==> src/rtl/logit8_piped.sv <==
// logit8_piped: 4-stage pipelined logit (inverse of the 9-segment PWL sigmoid), sign-magnitude Q4.15.
// Defining LOGIT8_PIPED_RANGE_ERR_EN adds the range_err and err_cnt outputs.
module logit8_piped #(
    parameter int unsigned BITSIZE = 20
) (
    input  logic               clk,
    input  logic               reset,
    input  logic               in_valid,
    output logic               in_ready,
    input  logic [BITSIZE-1:0] data_in,
    output logic               out_valid,
    input  logic               out_ready,
    output logic [BITSIZE-1:0] data_out
`ifdef LOGIT8_PIPED_RANGE_ERR_EN
    ,
    output logic               range_err,
    output logic [7:0]         err_cnt
`endif
);

    // y breakpoints yb1..yb8 in Q15
    function automatic logic [14:0] yb_f(input logic [3:0] k);
        case (k)
            4'd1:    return 15'd377;
            4'd2:    return 15'd1652;
            4'd3:    return 15'd4221;
            4'd4:    return 15'd8536;
            4'd5:    return 15'd24232;
            4'd6:    return 15'd28547;
            4'd7:    return 15'd31116;
            default: return 15'd32391;
        endcase
    endfunction

    function automatic logic signed [19:0] xb_f(input logic [3:0] k);
        case (k)
            4'd1:    return -20'sd145581;
            4'd2:    return -20'sd96145;
            4'd3:    return -20'sd62681;
            4'd4:    return -20'sd34200;
            4'd5:    return 20'sd34200;
            4'd6:    return 20'sd62682;
            4'd7:    return 20'sd96144;
            default: return 20'sd145583;
        endcase
    endfunction

    // Inverse slopes 1/m_k as unsigned Q9.15
    function automatic logic [23:0] s_f(input logic [3:0] seg);
        case (seg)
            4'd1, 4'd9: return 24'd10240000;
            4'd2, 4'd8: return 24'd1270078;
            4'd3, 4'd7: return 24'd428340;
            4'd4, 4'd6: return 24'd216148;
            default:    return 24'd142780;
        endcase
    endfunction

    function automatic logic [3:0] anc_f(input logic [3:0] seg);
        return (seg <= 4'd1) ? 4'd1 : seg - 4'd1;
    endfunction

    logic              en;
    logic [18:0]       in_mag;
    logic              in_lo, in_hi;
    logic [3:0]        seg_in;

    logic              v1_q, lo1_q, hi1_q;
    logic [14:0]       y1_q;
    logic [3:0]        seg1_q;
    logic              v2_q, lo2_q, hi2_q;
    logic signed [16:0] diff2_d, diff2_q;
    logic [3:0]        seg2_q;
    logic              v3_q, lo3_q, hi3_q;
    logic signed [41:0] prod3_d, prod3_q;
    logic [3:0]        seg3_q;
    logic              out_valid_q;
    logic [BITSIZE-1:0] data_out_d, data_out_q;

    logic signed [41:0] diff_ext, slope_ext;
    logic signed [41:0] prod_adj, quot, sum;
    logic signed [19:0] xb;
    logic [41:0]       abs_v;
    logic [18:0]       mag;
    logic              neg;

    assign en       = !out_valid_q || out_ready;
    assign in_ready = en;
    assign in_mag   = data_in[BITSIZE-2:0];
    // y <= 0 (including -0) and y >= 1.0 bypass the datapath
    assign in_lo    = data_in[BITSIZE-1] || (in_mag == 19'd0);
    assign in_hi    = !data_in[BITSIZE-1] && (in_mag >= 19'h08000);

    always_comb begin
        seg_in = 4'd1;
        for (int k = 1; k <= 8; k++) begin
            if (in_mag >= {4'd0, yb_f(4'(k))}) seg_in = seg_in + 4'd1;
        end
    end

    always_comb begin
        diff2_d = $signed({2'b00, y1_q}) - $signed({2'b00, yb_f(anc_f(seg1_q))});
    end

    always_comb begin
        diff_ext  = {{25{diff2_q[16]}}, diff2_q};
        slope_ext = {18'd0, s_f(seg2_q)};
        prod3_d   = diff_ext * slope_ext;
    end

    always_comb begin
        // bias negative products so the shift truncates toward zero
        prod_adj = prod3_q;
        if (prod3_q[41]) prod_adj = prod3_q + 42'sd32767;
        quot  = prod_adj >>> 15;
        xb    = xb_f(anc_f(seg3_q));
        sum   = quot + {{22{xb[19]}}, xb};
        neg   = sum[41];
        abs_v = neg ? -sum : sum;
        mag   = (abs_v > 42'h7FFFF) ? 19'h7FFFF : abs_v[18:0];
        data_out_d = {neg && (mag != 19'd0), mag};
        if (lo3_q)      data_out_d = 20'hFFFFF;
        else if (hi3_q) data_out_d = 20'h7FFFF;
    end

    always_ff @(posedge clk) begin
        if (reset) begin
            v1_q <= 1'b0; lo1_q <= 1'b0; hi1_q <= 1'b0; y1_q <= '0; seg1_q <= 4'd1;
            v2_q <= 1'b0; lo2_q <= 1'b0; hi2_q <= 1'b0; diff2_q <= '0; seg2_q <= 4'd1;
            v3_q <= 1'b0; lo3_q <= 1'b0; hi3_q <= 1'b0; prod3_q <= '0; seg3_q <= 4'd1;
            out_valid_q <= 1'b0;
            data_out_q  <= '0;
        end else if (en) begin
            v1_q   <= in_valid;
            lo1_q  <= in_lo;
            hi1_q  <= in_hi;
            y1_q   <= in_mag[14:0];
            seg1_q <= seg_in;
            v2_q    <= v1_q;
            lo2_q   <= lo1_q;
            hi2_q   <= hi1_q;
            diff2_q <= diff2_d;
            seg2_q  <= seg1_q;
            v3_q    <= v2_q;
            lo3_q   <= lo2_q;
            hi3_q   <= hi2_q;
            prod3_q <= prod3_d;
            seg3_q  <= seg2_q;
            out_valid_q <= v3_q;
            if (v3_q) data_out_q <= data_out_d;
        end
    end

    assign out_valid = out_valid_q;
    assign data_out  = data_out_q;

`ifdef LOGIT8_PIPED_RANGE_ERR_EN
    logic       rerr_q;
    logic [7:0] err_cnt_q;

    always_ff @(posedge clk) begin
        if (reset) begin
            rerr_q    <= 1'b0;
            err_cnt_q <= 8'd0;
        end else begin
            if (en && v3_q) rerr_q <= lo3_q || hi3_q;
            if (out_valid_q && out_ready && rerr_q && (err_cnt_q != 8'hFF)) begin
                err_cnt_q <= err_cnt_q + 8'd1;
            end
        end
    end

    assign range_err = rerr_q;
    assign err_cnt   = err_cnt_q;
`endif

endmodule

==> config.mk <==
export PLATFORM = sky130hd
export DESIGN_NAME = logit8_piped
export DESIGN_NICKNAME = d
export VERILOG_FILES = /design/src/rtl/logit8_piped.sv
export SDC_FILE = /design/constraint.sdc
export NUM_CORES = 1
export LEC_CHECK = 0
export BUFFER_PORTS_ARGS = -buffer_cell sky130_fd_sc_hd__buf_4
export CORE_MARGIN = 2
export CORE_UTILIZATION = 60
export CTS_BUF_LIST = sky130_fd_sc_hd__clkbuf_8 sky130_fd_sc_hd__clkbuf_16
export DETAILED_ROUTE_END_ITERATION = 12
export GPL_TIMING_DRIVEN = 0
export HOLD_SLACK_MARGIN = 0.03
export PLACE_DENSITY = 0.86
export SYNTH_ARGS = -nofsm -noshare
export SYNTH_HDL_FRONTEND = slang
export SYNTH_SLANG_ARGS = --single-unit
==> constraint.sdc <==
create_clock -name clk -period 7.8 [get_ports clk]
set_input_delay 0.39 -clock clk [delete_from_list [all_inputs] [get_ports clk]]
set_output_delay 0.39 -clock clk [all_outputs]
set_load 0.02 [all_outputs]
# == After elaboration in Yosys (flattened, before gate mapping) ==
# Memories as Yosys holds them, arrays and structs flattened. A register that Yosys moved wholly into a read port is not among the register bits.
# Index checks and enable logic that the tools add are counted.
# Widths: inputs -> output; s select.
# totals
input_bits,24
n_memories,1
elab_cells,86
register_bits,115
mem_bits_ro,304
out_inout_bits,22
# op_classes
muxes,19
add_sub_neg,13
n_lt_le_gt_ge,12
eq_ne,14
n_mul,1
n_reduce_logical,9
# memory_table
memory,depth,word_bits,rd,rd_ports_with_merged_regs,write_ports,line,source
(name not given),16,19,1,1,0,50,case (seg)
# ops
op,n
$pmux 20 s7,1
$pmux 15 s7,1
$mux 42,2
$ge 19x15->1 const B,4
$mux 4,11
$add 42x16->42 const B,1
$gt 42x19->1 const B,1
$neg 28->42,1
$mul 16x25->41,1
$mux 20,2
$eq 4x3->1 const B,8
$add 27x20->28,1
$add 4x1->4 const B,7
$ge 19x11->1 const B,1
$ge 19x13->1 const B,1
$ge 19x14->1 const B,1
$ge 19x16->1 const B,1
$ge 19x9->1 const B,1
$logic_not 19->1,1
$mux 19,1
$reduce_bool 19->1,1
$eq 4x2->1 const B,4
$sub 15x15->16,1
$eq 4x1->1 const B,2
7 further kinds,12

# == Logic depth before layout (Yosys ltp) ==
# Gate-level depths: netlist of the first run.
# depth
word_depth,16
depth_mapped,28
ltp_nobuf,27

# == Worst setup path after synthesis of the first run ==
# No wires, ideal clock.
# synth_path
kind,reg-to-reg
startpoint,"reg, netlist name diff2_q[15]"
endpoint,reg prod3_q[40]
required_time_ps,7683
t_arrival_ps,7069
setup_time_ps,117
slack_ps,614
path_buffers,0
period_less_slack_ps,7186
stages_incl_launch_ff,22
path_cell_list,dfxtp_1 clkinv_1 nor2_1 fa_1 fa_1 fa_1 fa_1 fa_1 fa_1 ha_1 nand4_1 or3_1 a21oi_1 o41a_1 o41ai_1 o31a_1 a31oi_1 a211o_1 a21o_1 a21oi_1 xnor2_1 a22o_1
# synth_between
elab_chain_len,1
# synth_rtl
item,line,source
$mul 16x25->41,108,prod3_d = diff_ext * slope_ext;
"end signal, assigned",147,prod3_q <= prod3_d;
"end, declared",75,"logic signed [41:0] prod3_d, prod3_q;"
# Every way passes these cells.
# A chain may end at the register's enable or synchronous reset.

# == Final worst setup path of the first run ==
# layout_path
startpoint,"reg, netlist name slope_ext[7]"
endpoint,reg prod3_q[40]
# layout_between
elab_chain_len,1
# layout_rtl
item,line
$mul 16x25->41,108
# Every way passes these cells.

==> results of run 1 <==
## Yosys cell counts, types with 16 or more instances
master and n:
a21o_1 25, dfxtp_1 127, fa_1 237, xnor2_1 79, clkbuf_1 80, nor2b_1 17, inv_1 326, o21ai_0 89
nor2_1 117, ha_1 222, nand2_1 297, xor2_1 38, nor3_1 27, a21oi_1 172, a31oi_1 29, and2_1 150
nand2b_1 24, nand4_1 16, nand3_1 35
## cells by family after synthesis
family	synth area share
simple gates	0.193
fa+ha+maj	0.388
compound gates	0.140
buf+inv	0.0829
flops	0.131
xor+xnor	0.0548
mux	0.0101
## routing by layer
metal	vias to the layer above	routed length, um
li1	7853	-
met1	8302	21200
met2	771	25500
met3	170	4460
met4	2	2290
met5	-	9
## sequential cells by signal, indices dropped and copies added (netlist names), 4 cells and up
register and count:
data_out 20, diff2_q 16, prod3_q 40, seg1_q 4, seg2_q 4, seg3_q 4, slope_ext 14, y1_q 15
## worst paths after layout
kind                         from                       end  cells past startpoint
max reg2reg  slope_ext[7]$_DFF_P_  prod3_q[40]$_SDFFE_PP0N_                     23
min reg2reg     v2_q$_SDFFE_PP0N_         v2_q$_SDFFE_PP0N_                      2
max          slope_ext[7]$_DFF_P_  prod3_q[40]$_SDFFE_PP0N_                     23
min                      in_valid         v1_q$_SDFFE_PP0N_                      3
## cell type report
type	instances	area, um^2
buffer	93	438
clock buffer	17	425
clock inverter	15	184
fill	2527	10800
inverter	328	1230
multi-input combinational	1799	15300
sequential	127	2570
tap	402	503
timing repair buffer	40	300
## repair_timing
action                                  in CTS  in global routing
hold buffers                                 0                  0
endpoints found under the setup margin      10                  6
gates cloned                                 0                  0
resized for setup                           14                 84
## per-stage QoR
step	worst slack [ns]	hold WS [ns]	TNS (ns)	util
after floorplan	0.614	0.427	0	-
after global placement	-0.764	0.439	-2.22	0.637
after detailed placement	-0.835	0.445	-3.06	0.637
after CTS	0.00502	0.216	0	0.657
after global routing	-0.0189	0.245	-0.0189	0.661
final	0.233	0.214	0	0.661
## critical path: stages, from the launching register on
cell      delay (ns)
dfxtp_1         0.55
clkbuf_2        0.32
nand2_1         0.11
fa_1            0.53
inv_1           0.07
fa_1            0.54
fa_1            0.54
fa_1            0.55
fa_1            0.48
fa_1            0.57
ha_1            0.43
a21o_1          0.19
a21o_1          0.18
a21oi_1         0.14
nor2b_1         0.08
or3_1           0.43
o41ai_4         0.33
o31a_1          0.26
a31oi_1         0.14
a211o_1         0.31
a21o_1          0.18
a21oi_1         0.16
xnor2_1         0.11
a22o_1          0.24
==> impl_metrics.py, run 1 <==
metrics = {
    "timing": {
        "max_freq_mhz": 132,
        "worst_pin_slew_ns": 0.764,
        "fin_crit_ns": 7.57,
        "finalSetupViolations": 0,
        "maxSlewHeadroom": 0.486,
        "min_period_over_period": 0.970,
        "hold_viol": 0,
        "fin_skew_ns": 0.0112,
        "slew_violations": 0,
    },
    "placement": {
        "place_area_um2": 20200,
        "gp_congestion": 1.01,
        "hpwl_um": 44000,
        "port_buffers": 40,
        "dpl.cell_count": 2789,
    },
    "global_route": {
        "use_met1": 0.409,
        "use_met2": 0.553,
        "grt_pass1_wl_um": 87100,
        "antenna_found_initial": 1,
        "grt_use_total": 0.327,
        "grt_pass1_vias": 17338,
        "grt_max_degree": 17,
        "top_usage_layer": "met2",
        "use_met3": 0.0681,
        "overflow": 0,
    },
    "cells_and_area": {
        "diodes": 0,
        "syn_to_final_growth_pct": 7.96,
        "final_cell_mix": "327 x inv_1, 296 x nand2_1, 237 x fa_1",
        "final_common_cell": "inv_1",
        "stdcell_count": 2821,
        "design_area_um2": 21000,
        "nets": 2889,
        "drive_gt1_frac": 0.0695,
    },
    "yosys": {
        "ys.flop_type": "dfxtp_1",
        "synth_edf_count": 0,
        "ys_seq_elements": 127,
        "ys_types": 88,
        "syn_inst": 2347,
        "seq_area_frac_synth": 0.131,
        "yosysTopAreaCellShare": 0.244,
        "synth_top_area_cell": "fa_1",
        "async_flop_share": 0,
        "synthesis.nets": 2830,
        "ys_warn_count": 0,
        "syn_area_um2": 19400,
        "avgSynthCellArea_um2": 8.27,
        "synthTopCellsByArea": "fa_1 24%, ha_1 14%, dfxtp_1 13%, inv_1 6.3%, nand2_1 5.7%",
    },
    "detailed_routing": {
        "routed_wl_um": 53400,
        "drt_iter0_drc": 1387,
        "viasPerCell": 6.06,
        "wire_per_inst_um": 18.9,
        "num_vias": 17098,
        "first_pass_iters": 5,
        "ant_nets": 0,
        "drc": 0,
    },
    "job": {
        "maxCapViolCount": 0,
    },
    "clocking": {
        "cts_made_buffers": 17,
        "path_clk_slew_ns": 0.06,
        "clk-insertion-delay-late_ns": 0.44,
        "cts_root_buffer": "clkbuf_16",
        "htree_num_levels": 4,
        "tritoncts": "yes",
        "cts.sinks": 127,
        "cts_setup_buffers": 0,
        "clockBufferDepth": 2,
    },
    "worst_setup_path": {
        "endpoint_kind": "flop",
        "cp_max_fo": 10,
        "r2r_slack_ns": 0.23,
        "timing_worst_setup_path_type": "flop to flop",
        "worstPathArrival_ns": 7.89,
        "cp-start-kind": "flop",
        "cp.required_ns": 8.12,
    },
    "die": {
        "start_util": 0.612,
        "fp.dieW_um": 184,
        "die_h_um": 184,
        "row_count": 65,
        "core_area_um2": 31700,
        "io_pins": 46,
        "dieArea_um2": 33800,
    },
    "hold_path": {
        "hp-class": "input pin to flop",
    },
    "outcome": {
        "status": "finished clean",
    },
}
Power of run 1 is not shown: default switching activity piles up to over one toggle a cycle in this logic, so the estimate is an artifact.
==> run 2, diff against run 1 <==
ABC_AREA = 1   (was not set)
==> impl_metrics.py, run 2 <==
metrics = {
    "outcome": {
        "status": "finished clean",
    },
    "placement": {
        "port_buffers": 44,
        "place_ws_ns": -0.648,
        "gp_congestion": 1.04,
        "hpwl_um": 50700,
    },
    "yosys": {
        "async_flop_share": 0,
        "synth_edf_count": 0,
        "synthesis.nets": 3266,
        "synthMuxAreaShare": 0.000552,
        "ys_types": 61,
        "synth-compound-area-share": 0.105,
        "syn_area_um2": 20400,
        "synth-xor-area-share": 0.0394,
        "avgSynthCellArea_um2": 7.33,
        "synth_top_family_by_area": "adder cells",
        "synthTopCellsByCount": "650 x inv_1, 544 x nand2_1, 237 x fa_1, 222 x ha_1, 203 x nor2_1",
        "synth_most_common_cell": "inv_1",
        "synthTopCellsByArea": "fa_1 23%, ha_1 14%, dfxtp_1 12%, inv_1 12%, nand2_1 10%",
        "ys_seq_elements": 127,
        "yosys.area_share.simple": 0.220,
        "seq_area_frac_synth": 0.125,
        "ys.flop_type": "dfxtp_1",
        "yosysTopAreaCellShare": 0.232,
        "ys_warn_count": 0,
        "syn_inst": 2783,
        "synth_top_area_cell": "fa_1",
        "synthAdderAreaFrac": 0.369,
    },
    "global_route": {
        "grt_max_degree": 17,
        "antenna_found_initial": 0,
        "grt_pass1_vias": 18483,
        "grt_pass1_wl_um": 96200,
        "overflow": 0,
        "grt_use_total": 0.346,
    },
    "worst_setup_path": {
        "critical_path.startpoint": "diff2_q[1]$_SDFFE_PP0N_",
        "cp_max_fo": 10,
        "worstPathArrival_ns": 7.88,
        "r2r_slack_ns": 0.25,
        "timing_worst_setup_path_type": "flop to flop",
        "reg2reg_depth": 28,
        "crit-reg2reg-launch": "diff2_q[1]$_SDFFE_PP0N_",
        "endpoint_kind": "flop",
        "path_common_cell": "fa_1",
        "cp.required_ns": 8.13,
        "cpPeakStageDelay_ns": 0.61,
        "cpMaxStageDelayCell": "dfxtp_1",
        "cp-start-kind": "flop",
    },
    "cells_and_area": {
        "final_cell_mix": "650 x inv_1, 543 x nand2_1, 237 x fa_1",
        "syn_to_final_growth_pct": 7.35,
        "largest_register_ffs": 40,
        "top_register": "prod3_q",
        "fillers": 2885,
        "nets": 3325,
        "drive_gt1_frac": 0.0886,
        "diodes": 0,
        "final_common_cell": "inv_1",
    },
    "timing": {
        "fin_skew_ns": 0.0158,
        "layout_setup_ws_ns": 0.252,
        "worst_pin_slew_ns": 1.19,
        "maxSlewHeadroom": 0.202,
        "finalSetupViolations": 0,
        "fin_crit_ns": 7.55,
        "min_period_over_period": 0.968,
        "max_freq_mhz": 132,
        "grt_setup_unrepaired": "yes",
        "slew_violations": 0,
        "hold_viol": 0,
    },
    "clocking": {
        "cts.sinks": 127,
        "cts_made_buffers": 17,
        "cts_setup_buffers": 0,
        "htree_num_levels": 4,
        "path_clk_slew_ns": 0.07,
        "clockBufferDepth": 2,
        "clk-insertion-delay-late_ns": 0.43,
        "cts_root_buffer": "clkbuf_16",
        "tritoncts": "yes",
    },
    "die": {
        "core_area_um2": 33500,
        "io_pins": 46,
        "start_util": 0.609,
        "dieArea_um2": 35500,
        "row_count": 67,
        "fp.dieW_um": 188,
        "die_h_um": 188,
    },
    "detailed_routing": {
        "wire_per_inst_um": 18.4,
        "drc": 0,
        "ant_nets": 0,
        "viasPerCell": 5.64,
        "drt_iter0_drc": 1792,
        "first_pass_iters": 6,
        "num_vias": 18615,
        "routed_wl_um": 60700,
    },
    "hold_path": {
        "hp-class": "input pin to flop",
        "hp-start": "data_in[1]",
        "holdPathStages": 3,
    },
    "job": {
        "maxCapViolCount": 0,
    },
}
## run 2: changes by cell type in the layout (fill, tap and decap cells not counted), sizes merged, moves of 21 or more
cell and change:
a21o -21, a21oi -71, and2 -149, inv +344, nand2 +290, nand2b -24
nand3 +84, nor2 +104, o21ai +45, o21bai +26, xnor2 -46
## run 2: stage by stage
stage | instance area, um^2 | util | instances | hold WS (ns) | setup TNS [ns]
CTS | 21900 | 0.653 | 3304 | 0.247 | 0
detailed placement | 21300 | 0.635 | 3275 | 0.453 | -3.15
finish | 21900 | 0.653 | 3303 | 0.252 | 0
global placement | 21300 | 0.635 | 3275 | 0.442 | -1.41
floorplan | 20400 | - | 2783 | 0.430 | 0
global route | 21900 | 0.653 | 3303 | 0.256 | -0.0422
## run 2: final cells by class
class / count / area [um^2] / share of cell area
Multi-Input combinational cell: 1908 / 15000 / 0.684
Timing Repair Buffer: 44 / 330 / 0.0151
Sequential cell: 127 / 2550 / 0.116
Clock inverter: 14 / 144 / 0.00657
Clock buffer: 18 / 439 / 0.0200
Buffer: 73 / 369 / 0.0168
Inverter: 671 / 2520 / 0.115
Tap cell: 448 / 561 / 0.0256
## run 2: worst paths after layout
check,endpoint
worst max-delay path,prod3_q[34]$_SDFFE_PP0N_
worst min-delay path,y1_q[1]$_SDFFE_PP0N_
worst max register to register,prod3_q[34]$_SDFFE_PP0N_
worst min register to register,prod3_q[2]$_SDFFE_PP0N_
## run 2: repair_timing
item | CTS | global route
hold buffers | 0 | 0
gates resized for setup | 17 | 17
endpoints found under the setup margin | 8 | 8
gates cloned | 0 | 0
## run 2: layer usage
| metal | GRT usage | share of wire | vias up |
|---|---|---|---|
| met4 | 0.138 | 0.048 | 0 |
| met1 | 0.451 | 0.40 | 8910 |
| li1 | - | - | 8658 |
| met3 | 0.0715 | 0.094 | 186 |
| met5 | 0 | 0 | - |
| met2 | 0.565 | 0.45 | 861 |
## run 2: cells by family (layout without fill, tap and decap cells)
family,after synthesis,in the layout
AO/OA/AOI/OAI,355,355
adder cells (fa/ha/maj),459,459
flip-flops,127,127
multiplexers,1,1
AND/OR/NAND/NOR,1002,1002
XOR/XNOR,91,91
buffers and inverters,748,820
## run 2: critical path, delay by kind of cell (launching register included)
family,cells,cell delay (ns)
AOI/OAI and AO/OA,14,2.79
xor gates and xnor gates,1,0.18
adders and majority gates,7,3.00
buffers and inverters,5,0.71
DFF,1,0.61
and+or+nand+nor,1,0.14
Power of run 2 is left out for the same reason.
==> run 3, diff against run 2 <==
CORE_ASPECT_RATIO = 0.9   (was not set)
==> impl_metrics.py, run 3 (synthesis gave the netlist of run 2 again) <==
metrics = {
    "die": {
        "row_count": 64,
        "core_area_um2": 33800,
        "start_util": 0.604,
        "die_h_um": 179,
        "fp.dieW_um": 198,
        "io_pins": 46,
        "dieArea_um2": 35500,
    },
    "hold_path": {
        "holdPathStages": 3,
        "hold_end": "y1_q[1]$_SDFFE_PP0N_",
        "hp-class": "input pin to flop",
        "hp-start": "data_in[1]",
    },
    "timing": {
        "finalSetupViolations": 0,
        "min_period_over_period": 0.964,
        "hold_viol": 0,
        "fin_crit_ns": 7.52,
        "worst_pin_slew_ns": 1.28,
        "max_freq_mhz": 133,
        "slew_violations": 0,
        "fin_skew_ns": 0.0145,
        "maxSlewHeadroom": 0.137,
    },
    "clocking": {
        "cts_root_buffer": "clkbuf_16",
        "cts_made_buffers": 17,
        "htree_num_levels": 4,
        "path_clk_slew_ns": 0.06,
        "tritoncts": "yes",
        "clockBufferDepth": 2,
        "cts.sinks": 127,
        "cts_setup_buffers": 0,
        "post_cts_resized": 14,
        "clk-insertion-delay-late_ns": 0.44,
        "cts_hold_buf": 0,
    },
    "worst_setup_path": {
        "endpoint_kind": "flop",
        "r2r_slack_ns": 0.28,
        "cp.required_ns": 8.19,
        "cpPeakStageDelay_ns": 0.57,
        "timing_worst_setup_path_type": "flop to flop",
        "critical_path.startpoint": "slope_ext[17]$_DFF_P_",
        "reg2reg_depth": 30,
        "crit-reg2reg-launch": "slope_ext[17]$_DFF_P_",
        "cpMaxStageDelayCell": "fa_1",
        "cp_max_fo": 10,
        "worstPathArrival_ns": 7.91,
        "cp-start-kind": "flop",
        "timing.rr.end": "prod3_q[31]$_SDFFE_PP0N_",
    },
    "global_route": {
        "overflow": 0,
        "grt_max_degree": 17,
        "grt_use_total": 0.353,
        "grt_pass1_vias": 18477,
        "antenna_found_initial": 0,
        "grt_pass1_wl_um": 95900,
    },
    "outcome": {
        "status": "finished clean",
    },
    "detailed_routing": {
        "wire_per_inst_um": 18.2,
        "ant_nets": 0,
        "routed_wl_um": 60200,
        "drt_iter0_drc": 1701,
        "drc": 0,
        "num_vias": 18604,
        "viasPerCell": 5.61,
        "first_pass_iters": 6,
    },
    "placement": {
        "place_area_um2": 21300,
        "hpwl_um": 50200,
        "port_buffers": 44,
        "gp_congestion": 0.996,
    },
    "cells_and_area": {
        "nets": 3325,
        "final_common_cell": "inv_1",
        "final_cell_mix": "651 x inv_1, 543 x nand2_1, 237 x fa_1",
        "top_register": "prod3_q",
        "syn_to_final_growth_pct": 7.72,
        "drive_gt1_frac": 0.0907,
        "diodes": 0,
        "largest_register_ffs": 40,
        "design_area_um2": 22000,
    },
    "job": {
        "maxCapViolCount": 0,
    },
}
[run 3: cell types whose count changed in the layout (fill, tap and decap cells not counted), sizes merged]
cell / delta
bufinv: +3
clkinvlp: +1
clkinv: -2
clkbuf: -1
inv: -1
[run 3: metrics by stage]
| step | worst slack, ns | util | std cells | hold WS [ns] | setup TNS (ns) |
|---|---|---|---|---|---|
| global route | -0.00111 | 0.651 | 3317 | 0.264 | -0.00111 |
| global placement | -0.382 | 0.631 | 3289 | 0.447 | -1.50 |
| CTS | 0.0231 | 0.650 | 3318 | 0.232 | 0 |
| detailed placement | -0.648 | 0.631 | 3289 | 0.455 | -3.13 |
| floorplan | 1.04 | - | 2783 | 0.430 | 0 |
| finish | 0.279 | 0.651 | 3317 | 0.230 | 0 |
[run 3: final cells by class]
class                           instances  area, um^2
Sequential cell                       127        2550
Multi-Input combinational cell       1908       15000
Inverter                              671        2520
Tap cell                              462         578
Buffer                                 73         374
Timing Repair Buffer                   44         330
Clock inverter                         15         208
Clock buffer                           17         425
Fill cell                            2996       11800
[run 3: worst max-delay path, delay by kind of cell (launching register included)]
kind	cells	cell delay (ns)
adder cells (fa/ha/maj)	7	3.20
flip-flops	1	0.55
AND/OR/NAND/NOR	5	0.55
buffers and inverters	6	0.72
AO/OA/AOI/OAI	12	2.43
[run 3: worst max path at each step]
| stage | end | slack [ns] | cells after the start |
|---|---|---|---|
| after floorplan | prod3_q[32]$_SDFFE_PP0N_ | 1.04 | 28 |
| after global placement | prod3_q[32]$_SDFFE_PP0N_ | -0.38 | 28 |
| after detailed placement | prod3_q[32]$_SDFFE_PP0N_ | -0.65 | 28 |
| after CTS | prod3_q[32]$_SDFFE_PP0N_ | 0.02 | 28 |
| after global routing | prod3_q[31]$_SDFFE_PP0N_ | -0.001 | 25 |
| final | prod3_q[31]$_SDFFE_PP0N_ | 0.28 | 30 |
[run 3: per-layer routing]
layer / up-vias / GRT usage / share of wire
li1: 8677 / - / -
met1: 8859 / 0.480 / 0.42
met2: 894 / 0.547 / 0.43
met3: 174 / 0.0839 / 0.11
met4: 0 / 0.132 / 0.037
met5: - / 0 / 0
Power of run 3 is left out for the same reason.
